$ cat src/rtl/kbd_uart_pkg.sv
// kbd_uart_pkg: shared types and constants for the PS/2 to UART bridge.
// ps2_rx honours the optional PS2_PARITY_CHECK_EN macro.
package kbd_uart_pkg;

  typedef enum logic [1:0] {
    PS2_IDLE,
    PS2_DATA,
    PS2_PARITY,
    PS2_STOP
  } ps2_state_t;

  localparam int DATA_BITS = 8;
  localparam int UART_BITS = 10;

  function automatic logic [31:0] baud_div(
    input logic [1:0]  cfg,
    input int unsigned clk_hz
  );
    logic [31:0] d;
    unique case (cfg)
      2'b00:   d = clk_hz / 4800;
      2'b01:   d = clk_hz / 9600;
      2'b10:   d = clk_hz / 19200;
      default: d = clk_hz / 38400;
    endcase
    return d;
  endfunction

endpackage

$ cat src/rtl/ps2_rx.sv
// ps2_rx: synchronised PS/2 frame receiver with idle timeout.
// PS2_PARITY_CHECK_EN: when defined, frames need odd parity.
module ps2_rx
  import kbd_uart_pkg::*;
#(
  parameter int unsigned TIMEOUT_CYC = 200_000
) (
  input  logic       clk,
  input  logic       rst,
  input  logic       kbd_clk,
  input  logic       kbd_data,
  output logic [7:0] kbd_code,
  output logic       byte_valid
);

  logic [1:0] kc_sync;
  logic [1:0] kd_sync;
  logic       kc_prev;
  logic       fall;
  logic       din;
  logic       par_ok;

  ps2_state_t state;
  logic [7:0] shreg;
  logic [2:0] bit_cnt;
  logic [31:0] tmo;

  assign fall = kc_prev & ~kc_sync[1];
  assign din  = kd_sync[1];

`ifdef PS2_PARITY_CHECK_EN
  logic par_bit;
  assign par_ok = ^{shreg, par_bit};
`else
  assign par_ok = 1'b1;
`endif

  assign kbd_code   = shreg;
  assign byte_valid = (state == PS2_STOP)
                    & fall & din & par_ok;

  // two-flop synchronisers and previous kbd_clk sample
  always_ff @(posedge clk or negedge rst) begin
    if (!rst) begin
      kc_sync <= 2'b11;
      kd_sync <= 2'b11;
      kc_prev <= 1'b1;
    end else begin
      kc_sync <= {kc_sync[0], kbd_clk};
      kd_sync <= {kd_sync[0], kbd_data};
      kc_prev <= kc_sync[1];
    end
  end

  // frame state machine; a stalled frame falls back to idle
  always_ff @(posedge clk or negedge rst) begin
    if (!rst) begin
      state   <= PS2_IDLE;
      shreg   <= '0;
      bit_cnt <= '0;
      tmo     <= '0;
`ifdef PS2_PARITY_CHECK_EN
      par_bit <= 1'b0;
`endif
    end else begin
      if (state == PS2_IDLE || fall)
        tmo <= '0;
      else
        tmo <= tmo + 32'd1;
      unique case (state)
        PS2_IDLE: begin
          if (fall && !din) begin
            state   <= PS2_DATA;
            bit_cnt <= '0;
          end
        end
        PS2_DATA: begin
          if (fall) begin
            shreg   <= {din, shreg[7:1]};
            bit_cnt <= bit_cnt + 3'd1;
            if (bit_cnt == 3'(DATA_BITS - 1))
              state <= PS2_PARITY;
          end
        end
        PS2_PARITY: begin
          if (fall) begin
`ifdef PS2_PARITY_CHECK_EN
            par_bit <= din;
`endif
            state <= PS2_STOP;
          end
        end
        PS2_STOP: begin
          if (fall)
            state <= PS2_IDLE;
        end
        default: state <= PS2_IDLE;
      endcase
      if (state != PS2_IDLE && !fall
          && tmo == TIMEOUT_CYC - 32'd1)
        state <= PS2_IDLE;
    end
  end

endmodule

$ cat src/rtl/kbd_uart_bridge.sv
// kbd_uart_bridge: PS/2 scan codes retransmitted as 8N1 UART.
// PS2_PARITY_CHECK_EN (in ps2_rx) enables odd-parity filtering.
module kbd_uart_bridge
  import kbd_uart_pkg::*;
#(
  parameter int unsigned CLK_HZ      = 100_000_000,
  parameter int unsigned TIMEOUT_CYC = 200_000
) (
  input  logic       clk,
  input  logic       rst,
  input  logic       kbd_clk,
  input  logic       kbd_data,
  input  logic [1:0] br_cfg,
  input  logic       rxd,
  output logic       txd
);

  logic [7:0]  kbd_code;
  logic        byte_valid;

  logic        rxd_meta;
  logic        rxd_unused;

  logic [7:0]  buf_data;
  logic        buf_full;

  logic        tx_busy;
  logic [8:0]  tx_sh;
  logic [3:0]  tx_bit;
  logic [31:0] tx_div;
  logic [31:0] tx_cnt;
  logic        bit_end;
  logic        frame_end;
  logic        tx_load;

  ps2_rx #(
    .TIMEOUT_CYC (TIMEOUT_CYC)
  ) u_ps2_rx (
    .clk        (clk),
    .rst        (rst),
    .kbd_clk    (kbd_clk),
    .kbd_data   (kbd_data),
    .kbd_code   (kbd_code),
    .byte_valid (byte_valid)
  );

  assign bit_end   = tx_busy
                   && (tx_cnt == tx_div - 32'd1);
  assign frame_end = bit_end
                   && (tx_bit == 4'(UART_BITS - 1));
  assign tx_load   = buf_full
                   && (!tx_busy || frame_end);

  // reserved receive line, synchronised only
  always_ff @(posedge clk or negedge rst) begin
    if (!rst) begin
      rxd_meta   <= 1'b1;
      rxd_unused <= 1'b1;
    end else begin
      rxd_meta   <= rxd;
      rxd_unused <= rxd_meta;
    end
  end

  // one-byte holding buffer; unload frees it before a new load
  always_ff @(posedge clk or negedge rst) begin
    if (!rst) begin
      buf_full <= 1'b0;
      buf_data <= '0;
    end else if (byte_valid && (tx_load || !buf_full)) begin
      buf_full <= 1'b1;
      buf_data <= kbd_code;
    end else if (tx_load) begin
      buf_full <= 1'b0;
    end
  end

  // 8N1 transmitter; divisor latched at frame start
  always_ff @(posedge clk or negedge rst) begin
    if (!rst) begin
      tx_busy <= 1'b0;
      tx_sh   <= '0;
      tx_bit  <= '0;
      tx_div  <= '0;
      tx_cnt  <= '0;
      txd     <= 1'b1;
    end else if (tx_load) begin
      tx_busy <= 1'b1;
      tx_sh   <= {1'b1, buf_data};
      tx_bit  <= '0;
      tx_cnt  <= '0;
      tx_div  <= baud_div(br_cfg, CLK_HZ);
      txd     <= 1'b0;
    end else if (frame_end) begin
      tx_busy <= 1'b0;
      tx_cnt  <= '0;
      txd     <= 1'b1;
    end else if (bit_end) begin
      tx_cnt  <= '0;
      tx_bit  <= tx_bit + 4'd1;
      txd     <= tx_sh[0];
      tx_sh   <= {1'b1, tx_sh[8:1]};
    end else if (tx_busy) begin
      tx_cnt  <= tx_cnt + 32'd1;
    end
  end

endmodule

$ cat config.mk
export PLATFORM = sky130hd
export DESIGN_NAME = kbd_uart_bridge
export DESIGN_NICKNAME = d
export VERILOG_FILES = /design/src/rtl/kbd_uart_pkg.sv /design/src/rtl/ps2_rx.sv /design/src/rtl/kbd_uart_bridge.sv
export SDC_FILE = /design/constraint.sdc
export NUM_CORES = 1
export LEC_CHECK = 0
export CORE_UTILIZATION = 50
export DETAILED_ROUTE_END_ITERATION = 10
export PLACE_DENSITY_LB_ADDON = 0.05
export SLEW_MARGIN = 20
export SYNTH_ARGS = -nofsm -noshare
export SYNTH_HDL_FRONTEND = slang
export SYNTH_SLANG_ARGS = --single-unit
$ cat constraint.sdc
create_clock -name clk -period 4.5 [get_ports clk]
set_input_delay 0.9 -clock clk [delete_from_list [all_inputs] [get_ports clk]]
set_output_delay 0.9 -clock clk [all_outputs]
set_load 0.005 [all_outputs]
==> After elaboration in Yosys (flattened, before gate mapping) <==
Index checks and enable logic that the tools add are counted.
{ "op_classes": {"add_sub_neg": 5, "n_eq_ne": 17, "n_mux": 29, "bitwise_logic": 4, "reduce_logical": 27} }
{ "op_table": {"columns": ["op", "n"], "rows": [
  ["2-to-1 mux 32 bit", 5],
  ["adder 32 x 1 -> 32 bit, second input constant", 2],
  ["one-hot mux 15 bit (3 select lines)", 1],
  ["== test 32 x 18 -> 1 bit, second input constant", 1],
  ["== test 32 bit", 1],
  ["subtractor 32 x 1 -> 32 bit, second input constant", 1],
  ["2-to-1 mux 9 bit", 3],
  ["2-to-1 mux 2 bit", 6],
  ["2-to-1 mux 4 bit", 3],
  ["nonzero test 2 bit", 5],
  ["!= test 3 x 1 -> 1 bit, second input constant", 3],
  ["one-hot mux 2 bit (4 select lines)", 1],
  ["logical AND 1 bit", 7],
  ["2-to-1 mux 1 bit", 7],
  ["== test 2 bit, second input constant", 3],
  ["2-to-1 mux 3 bit", 2],
  ["one-hot mux 3 bit (2 select lines)", 1],
  ["AND reduction 5 bit", 1],
  ["adder 4 x 1 -> 4 bit, second input constant", 1],
  ["== test 2 x 1 -> 1 bit, second input constant", 2],
  ["== test 4 bit, second input constant", 1],
  ["logical NOT 1 bit", 4],
  ["logical NOT 2 bit", 2],
  ["!= test 2 x 1 -> 1 bit, second input constant", 2],
  ["other kinds (12)", 17]
]} }
{ "totals": {"reg_bits": 138, "output_inout_bits": 1} }

==> Longest topological paths before layout <==
Gate-level depths: netlist of the first run.
{ "logic_depth": {"depth_word": 9, "ltp_mapped": 15, "mapped_depth_nobuf": 12} }

==> Hierarchy <==
A second synthesis of the first run with hierarchy kept.
{ "hier_totals": {"hier_cells": 646, "hier_area_um2": 6422.4} }
{ "by_module_without_submodules": {"columns": ["module", "instances", "cells_each", "area_each_um2", "seq_area_each_um2"], "rows": [
  ["kbd_uart_bridge", 1, 404, 3921.3, 1627.8],
  ["ps2_rx", 1, 242, 2501.1, 1257.5]
]} }

==> Worst setup path after synthesis of the first run <==
Ideal clock, no wire load.
{ "synth_path": {"kind": "register -> register", "start": "register tx_div[8]", "end": "register buf_data[0]", "setup_time_ps": 125, "t_arrival_ps": 4041, "required_time_ps": 4375, "setup_slack_ps": 334, "stages_incl_launch_ff": 14, "n_path_buf": 1, "synth_period_minus_slack_ps": 4166, "path_cell_list": "dfrtp_1 clkbuf_1 inv_1 ha_1 or3b_2 nor3_1 ha_1 xnor2_1 nor3_1 or4b_2 nor4b_4 nand4_2 a31oi_4 mux2_4"} }
{ "synth_via": {"elab_chain_len": 8} }
{ "synth_lines": {"columns": ["element", "line_no", "rtl"], "rows": [
  ["start, declared", "kbd_uart_bridge.sv:30", "logic [31:0] tx_div;"],
  ["start signal, assigned", "kbd_uart_bridge.sv:92", "tx_div <= baud_div(br_cfg, CLK_HZ);"],
  ["subtractor 32 x 1 -> 32 bit", "kbd_uart_bridge.sv:48", "&& (tx_cnt == tx_div - 32'd1);"],
  ["== test 32 bit", "kbd_uart_bridge.sv:48", null],
  ["logical AND 1 bit", "kbd_uart_bridge.sv:48", null],
  ["logical AND 1 bit", "kbd_uart_bridge.sv:50", "&& (tx_bit == 4'(UART_BITS - 1));"],
  ["logical OR 1 bit", "kbd_uart_bridge.sv:52", "&& (!tx_busy || frame_end);"],
  ["logical AND 1 bit", "kbd_uart_bridge.sv:52", null],
  ["logical OR 1 bit", "kbd_uart_bridge.sv:70", "end else if (byte_valid && (tx_load || !buf_full)) begin"],
  ["logical AND 1 bit", "kbd_uart_bridge.sv:70", null],
  ["end signal, assigned", "kbd_uart_bridge.sv:72", "buf_data <= kbd_code;"],
  ["end, declared", "kbd_uart_bridge.sv:24", "logic [7:0] buf_data;"]
]} }
Every way passes these cells.
A chain may end at the register's enable or synchronous reset.

==> Worst setup path in the final report of the first run <==
{ "layout_path": {"start": "register tx_div[8]", "end": "register tx_div[8]"} }
{ "layout_via": {"elab_chain_len": 6} }
{ "layout_lines": {"columns": ["element", "line_no"], "rows": [
  ["subtractor 32 x 1 -> 32 bit", "kbd_uart_bridge.sv:48"],
  ["== test 32 bit", "kbd_uart_bridge.sv:48"],
  ["logical AND 1 bit", "kbd_uart_bridge.sv:48"],
  ["logical AND 1 bit", "kbd_uart_bridge.sv:50"],
  ["logical OR 1 bit", "kbd_uart_bridge.sv:52"],
  ["logical AND 1 bit", "kbd_uart_bridge.sv:52"]
]} }
Every way passes these cells.

==> results of run 1 <==
-- cells by family after synthesis --
logic type	count (synthesis)
simple gates	265
compound gates	126
flops	115
buf+inv	83
xor+xnor	39
mux	33
fa+ha+maj	17
-- registers in the layout, summed over array words and instances, names as in the netlist, 3 cells and up --
name / cells
buf_data: 8
tx_bit: 4
tx_cnt: 32
tx_div: 9
tx_sh: 9
u_ps2_rx.bit_cnt: 3
u_ps2_rx.kbd_code: 8
u_ps2_rx.tmo: 32
-- power groups by stage --
| stage | Clock, mW | Combinational [mW] | Sequential [mW] |
|---|---|---|---|
| 6_report | 1.33 | 1.38 | 1.38 |
| 2_1_floorplan | 0 | 1.05 | 1.33 |
| 3_3_place_gp | 0 | 1.33 | 1.38 |
| 4_1_cts | 1.35 | 1.37 | 1.38 |
| 3_5_place_dp | 0 | 1.36 | 1.39 |
| 5_1_grt | 1.40 | 1.53 | 1.40 |
-- critical path, cell delays in order (launching register included) --
cell     delay, ns
dfrtp_1       0.39
inv_1         0.12
ha_1          0.25
or3b_2        0.51
nor3_2        0.24
ha_1          0.27
xnor2_1       0.13
nor3_1        0.26
or4b_2        0.66
nor4b_4       0.36
nand4_4       0.19
a21oi_2       0.23
buf_12        0.18
mux2_1        0.34
-- metal layers --
layer  vias up  track usage, %  routed length (µm)
met5         -               0                   0
met4         0           7.949                 165
met3        12           6.276                 480
met2        77           37.33                6689
met1      2448           30.69                6634
li1       2462               -                   -
-- placed cells by master (no fill, tap or decap), types with 5 or more instances in the layout --
cell / n
nand2b_1: 13
buf_4: 12
nand3_1: 30
mux2i_1: 8
and2_1: 6
dfrtp_1: 109
nand4_1: 20
a31oi_1: 17
dfstp_2: 6
o21ai_0: 14
nand2_1: 49
mux2_2: 10
mux2_4: 8
clkbuf_16: 17
o21ai_1: 10
or4_1: 5
xnor2_1: 21
nor3_1: 19
and3_1: 9
a21oi_1: 33
mux2_1: 7
a222oi_1: 8
nor4b_1: 6
nor2_1: 59
ha_1: 17
nor4_1: 12
a22o_1: 6
inv_1: 51
clkdlybuf4s50_1: 5
xor2_1: 18
or3_1: 12
-- final cells by class --
class | instances | area, µm² | area share, %
clock inverters | 12 | 133.9 | 1.827
well taps | 172 | 215.2 | 2.937
flip-flops and latches | 115 | 2885 | 39.37
multi-input cells | 480 | 3276 | 44.70
repair buffers | 19 | 180.2 | 2.459
inverters | 51 | 191.4 | 2.612
clock buffers | 20 | 446.7 | 6.095
-- how the worst min path moves through the flow --
stage	to	slack, ns	depth (start not counted)
5_1_grt	u_ps2_rx.kd_sync[1]	0.37	0
6_report	u_ps2_rx.kd_sync[1]	0.36	0
2_1_floorplan	u_ps2_rx.kc_sync[1]	0.35	0
3_5_place_dp	u_ps2_rx.kd_sync[1]	0.35	0
3_3_place_gp	u_ps2_rx.kd_sync[1]	0.35	0
4_1_cts	u_ps2_rx.kd_sync[1]	0.36	0
==> impl_summary.log, run 1 <==
INFO  metric status = complete, no violations
INFO  metric fillCellCount = 1151
INFO  metric worstRegToRegCells = 13
INFO  metric cts.path.max_buffers = 2
INFO  metric fp.dieW = 115.7 µm
INFO  metric internal_power = 2.598 mW
INFO  metric fin_worst_hold_slack = 0.3576 ns
INFO  metric gr-total-overflow = 0
INFO  metric combinational_family_with_the_most_area_after_synthesis = simple AND/OR/NAND/NOR gates
INFO  metric cell_area_after_placement = 6734 µm²
INFO  metric clkLatencyLatePin = 0.42 ns
INFO  metric chipHeight = 115.7 µm
INFO  metric first_pass_grt_wire_length = 23.97 mm
INFO  metric criticalPathCategory = reg -> reg
INFO  metric power.share.combinational = 33.8%
INFO  metric route.detailed.drc = 0
INFO  metric ys.warnings.count = 0
INFO  metric share_of_flip_flops_with_an_asynchronous_set_or_reset_after_synthesis = 100.0%
INFO  metric post-synth-top-area-fraction = 42.18%
INFO  metric grt_total_usage = 23.33%
INFO  metric setup-violations-final = 0
INFO  metric drt_wl_total = 13.97 mm
INFO  metric cts_buffers = 17
INFO  metric top_level_ports = 8
INFO  metric dpl.cell_count = 837
INFO  metric layoutNonFillerInstCount = 869
INFO  metric power.total = 4.082 mW
INFO  metric synth_nets = 702
INFO  metric post_synth.cell_area_avg = 9.537 µm²
INFO  metric r2r_end = tx_div[8]
INFO  metric share_seq_of_total_power = 33.8%
INFO  metric dr.first_iter.drc_count = 355
INFO  metric fraction_of_the_mapped_netlist_area_in_compound_gates = 13.68%
INFO  metric final_design_area_no_fill = 7328 µm²
INFO  metric timing.hold.worst.class = reg -> reg
INFO  metric core_region_area = 12620 µm²
INFO  metric antenna_violating_nets_post_route = 0
INFO  metric top_achievable_clock_speed = 0.2345 GHz
INFO  metric cts_num_sinks = 115
INFO  metric final.setup_skew = 0.007374 ns
INFO  metric worstSetupStartpoint = tx_div[8]
INFO  metric drv_slew = 0
INFO  metric grt_start_max_net_pins = 69
INFO  metric diodes = 0
INFO  metric number_of_hold_repair_buffers_added_at_the_cts_stage = 0
INFO  metric worst_pin_slew = 0.8494 ns
INFO  metric synth_edf_count = 0
INFO  metric synth-adder-area-share = 3.289%
INFO  metric dominant_register_cell_in_the_synthesized_netlist = dfrtp_1
INFO  metric worst_ep_arrival_time = 4.56 ns
INFO  metric leakage = 3.078 nW
INFO  metric synthDistinctLibCells = 75
INFO  metric power.net_switching = 1.484 mW
INFO  metric nets = 708
INFO  metric crit_path_end = tx_div[8]
INFO  metric cts_tree = yes
INFO  metric power_per_cell_area = 557.0 nW/µm²
INFO  metric layout-drive-gt1-share = 12.05%
INFO  metric synth_top_cells_by_area = dfrtp_1, nor2_1, ha_1
INFO  metric syn2layout_area_growth = 13.33%
INFO  metric time_the_final_worst_path_needs_with_i_o_delays_and_setup = 4.264 ns
INFO  metric die_area = 13390 µm²
INFO  metric floorplan.rows = 41
INFO  metric critical_path.endpoint_type = register
INFO  metric placement.setup.worst_slack = 0.1591 ns
INFO  metric floorplan.initialDensity = 51.24%
INFO  metric timing.final.hold_violations = 0
INFO  metric synth_seq_area_share = 44.62%
INFO  metric start_kind = register
INFO  metric synth_commonest_cells = dfrtp_1, nor2_1, inv_1
INFO  metric htree_depth = 4
INFO  metric grt_setup_unrepaired = false
INFO  metric globalplace.congestion = 0.8966
INFO  metric yosysMostFrequentCell = dfrtp_1
INFO  metric syn-instance-count = 678
INFO  metric layout_worst_path_cycle_share = 94.76%
INFO  metric routed_via_density = 5.753
INFO  metric worst_ep_required_time = 4.79 ns
INFO  metric dr.pass1.iters = 4
INFO  metric synthSimpleGateAreaFrac = 21.96%
INFO  metric relSlewSlack = 43.37%
INFO  metric ys_ff_latch = 115
INFO  metric dp_hpwl = 9.636 mm
INFO  metric final_core_util = 58.07%
INFO  metric proportion_of_synthesized_area_in_mux_cells = 6.057%
INFO  metric antenna_found_initial = 0
INFO  metric sw_share = 36.35%
INFO  metric holdCritStartpoint = u_ps2_rx.kd_sync[0]
INFO  metric critPathMaxFanout = 21
INFO  metric reg2reg_from = tx_div[8]
INFO  metric syn_area = 6466 µm²
INFO  metric share_clk_of_total_power = 32.5%
INFO  metric max_cap_viol_count = 0
INFO  metric ff2ff_setup_slack = 0.24 ns
INFO  metric cts_repair_resize_count = 0
INFO  metric post_synth_xor_area_fraction = 5.283%
INFO  metric via_count_of_the_first_global_routing_pass = 4944
INFO  metric clock_tree.root_cell = clkbuf_16
INFO  metric placement.io_buffers = 6
INFO  metric path_clk_slew = 0.05 ns
INFO  metric post_cts_setup_repair_bufs = 0
INFO  metric final_routed_wire_length_divided_by_cell_count = 16.07 µm
INFO  metric finalSetupTns = 0 ns
INFO  metric timing.final.ws_setup = 0.2358 ns
INFO  metric synthDominantAreaCellType = dfrtp_1
INFO  metric max-vdd-ir-drop = 0.2859 mV
INFO  metric detailroute.via_count = 4999
Power figures use the tool's default switching activity.
==> run 2: changes to the inputs <==
CORE_UTILIZATION = 57   (was 50)
==> run 2 against run 1 <==
Effect of this change: sequential cell count stayed put; critical path depth unchanged; worst setup slack better by 0.043 ns; combinational power barely moved; fmax is 1.0% higher; sequential power about the same; routed wire length increased by 2.1%; clock skew is essentially flat; design area is 0.43% lower; critical path type unchanged; highest routed layer unchanged.
==> impl_summary.log, run 2 (synthesis results as in run 1) <==
INFO  metric globalplace.congestion = 0.9528 (was 0.8966)
INFO  metric routed_via_density = 6.168 (was 5.753)
INFO  metric fp.dieW = 108.5 µm (was 115.7 µm)
INFO  metric mostFrequentLayoutCell = dfrtp_1 (unchanged)
INFO  metric cts.path.max_buffers = 2 (unchanged)
INFO  metric timing.final.hold_violations = 0 (unchanged)
INFO  metric layout_worst_path_cycle_share = 93.80% (was 94.76%)
INFO  metric finalSetupTns = 0 ns (unchanged)
INFO  metric dpl.cell_count = 805 (was 837)
INFO  metric final.setup_skew = 0.007285 ns (was 0.007374 ns)
INFO  metric drt_wl_total = 14.26 mm (was 13.97 mm)
INFO  metric antenna_found_initial = 0 (unchanged)
INFO  metric placement.io_buffers = 6 (unchanged)
INFO  metric first_pass_grt_wire_length = 24.08 mm (was 23.97 mm)
INFO  metric crit_family = simple AND/OR/NAND/NOR gates (unchanged)
INFO  metric crit_buf_inv = 2 (unchanged)
INFO  metric top_achievable_clock_speed = 0.2369 GHz (was 0.2345 GHz)
INFO  metric leakage = 3.114 nW (was 3.078 nW)
INFO  metric multi_input_area = 3267 µm² (was 3276 µm²)
INFO  metric start_kind = register (unchanged)
INFO  metric diodes = 0 (unchanged)
INFO  metric cts_buffers = 17 (unchanged)
INFO  metric number_of_hold_repair_buffers_added_at_the_cts_stage = 0 (unchanged)
INFO  metric route.detailed.drc = 0 (unchanged)
INFO  metric nets = 709 (was 708)
INFO  metric dr.pass1.iters = 5 (was 4)
INFO  metric drv_slew = 0 (unchanged)
INFO  metric grt_total_usage = 26.51% (was 23.33%)
INFO  metric dr.first_iter.drc_count = 434 (was 355)
INFO  metric clkLatencyLatePin = 0.41 ns (was 0.42 ns)
INFO  metric setup-violations-final = 0 (unchanged)
INFO  metric final_routed_wire_length_divided_by_cell_count = 17.08 µm (was 16.07 µm)
INFO  metric layout-drive-gt1-share = 11.94% (was 12.05%)
INFO  metric die_area = 11770 µm² (was 13390 µm²)
INFO  metric reg2reg_from = tx_div[8] (unchanged)
INFO  metric clock_tree.root_cell = clkbuf_16 (unchanged)
INFO  metric grt_setup_unrepaired = false (unchanged)
INFO  metric top_level_ports = 8 (unchanged)
INFO  metric gr-total-overflow = 0 (unchanged)
INFO  metric power.total = 4.108 mW (was 4.082 mW)
INFO  metric grt_start_max_net_pins = 67 (was 69)
INFO  metric ff2ff_setup_slack = 0.28 ns (was 0.24 ns)
INFO  metric core_region_area = 10940 µm² (was 12620 µm²)
INFO  metric worstSetupStartpoint = tx_div[8] (unchanged)
INFO  metric worst_pin_slew = 0.8417 ns (was 0.8494 ns)
INFO  metric fillCellCount = 857 (was 1151)
INFO  metric antenna_violating_nets_post_route = 0 (unchanged)
INFO  metric cts_num_sinks = 115 (unchanged)
INFO  metric critical_path_s_most_frequent_cell = ha_1 (unchanged)
INFO  metric max-vdd-ir-drop = 0.4748 mV (was 0.2859 mV)
INFO  metric floorplan.initialDensity = 59.13% (was 51.24%)
INFO  metric relSlewSlack = 43.88% (was 43.37%)
INFO  metric timing.hold.worst.class = reg -> reg (unchanged)
INFO  metric dp_hpwl = 9.691 mm (was 9.636 mm)
INFO  metric time_the_final_worst_path_needs_with_i_o_delays_and_setup = 4.221 ns (was 4.264 ns)
INFO  metric floorplan.rows = 38 (was 41)
INFO  metric layoutNonFillerInstCount = 835 (was 869)
INFO  metric htree_depth = 4 (unchanged)
INFO  metric criticalPathCategory = reg -> reg (unchanged)
INFO  metric crit_path_cell_trace = inv_1, ha_1, or3b_2, nor3_2, ha_1, xnor2_1, nor3_1, or4b_2, nor4b_4, nand4_2, a21oi_2, buf_4, mux2_1 (was inv_1, ha_1, or3b_2, nor3_2, ha_1, xnor2_1, nor3_1, or4b_2, nor4b_4, nand4_4, a21oi_2, buf_12, mux2_1)
INFO  metric storage_element_area = 2885 µm² (unchanged)
INFO  metric critPathMaxFanout = 11 (was 21)
INFO  metric path_clk_slew = 0.05 ns (about the same)
INFO  metric cp_slowest_cell = or4b_2 (unchanged)
INFO  metric largestRegisters = tx_cnt (32), u_ps2_rx.tmo (32) (unchanged)
INFO  metric max_cap_viol_count = 0 (unchanged)
INFO  metric chipHeight = 108.5 µm (was 115.7 µm)
INFO  metric via_count_of_the_first_global_routing_pass = 5101 (was 4944)
INFO  metric holdCritStartpoint = u_ps2_rx.kd_sync[0] (unchanged)
INFO  metric worst_ep_arrival_time = 4.50 ns (was 4.56 ns)
INFO  metric syn2layout_area_growth = 12.85% (was 13.33%)
INFO  metric critical_path.endpoint_type = register (unchanged)
INFO  metric mostFrequentLayoutCells = dfrtp_1, nor2_1, inv_1 (unchanged)
INFO  metric status = complete, no violations (unchanged)
INFO  metric worst_path_largest_cell_delay = 0.66 ns (about the same)
INFO  metric power_per_cell_area = 563.0 nW/µm² (was 557.0 nW/µm²)
INFO  metric cts_tree = yes (unchanged)
INFO  metric worst_ep_required_time = 4.78 ns (was 4.79 ns)
INFO  metric detailroute.via_count = 5150 (was 4999)
-- run 2: final timing paths --
check	to	cells after the start
min reg2reg	u_ps2_rx.kd_sync[1]	0
max reg2reg	tx_div[12]	13
min in group asynchronous	tx_cnt[22]	1
max	tx_div[12]	13
max in group asynchronous	buf_data[2]	2
min	u_ps2_rx.kd_sync[1]	0
-- run 2: timing repair --
action,CTS,global route
gates resized for setup,0,2
endpoints found under the setup margin,0,24
buffers inserted,0,1
-- run 2: layout make-up --
| class | count | share of cell area [%] |
|---|---|---|
| clock buffers | 21 | 6.447 |
| clock inverters | 8 | 1.766 |
| flip-flops and latches | 115 | 39.54 |
| well taps | 140 | 2.401 |
| inverters | 51 | 2.623 |
| repair buffers | 20 | 2.452 |
| multi-input cells | 480 | 44.77 |
-- run 2: through the flow --
step	area, µm²	hold WS (ns)	setup slack, ns	utilization, %
after global placement	6669	0.3483	0.2717	60.98
final	7297	0.3597	0.2789	66.73
after global routing	7297	0.3631	0.05165	66.73
after detailed placement	6669	0.3503	0.2119	60.98
after floorplan	6466	0.3452	0.3345	-
after CTS	7268	0.3607	0.1862	66.46
-- run 2: power breakdown --
group	internal (mW)	switching, mW
clock network	0.905	0.457
logic	0.551	0.804
registers	1.21	0.184
total	2.66	1.44
-- run 2: per-layer routing --
layer  vias up  track usage (%)  wire (µm)
met5         -                0          0
met2       126            43.94       7161
met1      2557            33.97       6281
met4         0            8.012        143
li1       2455                -          -
met3        12            6.932        671
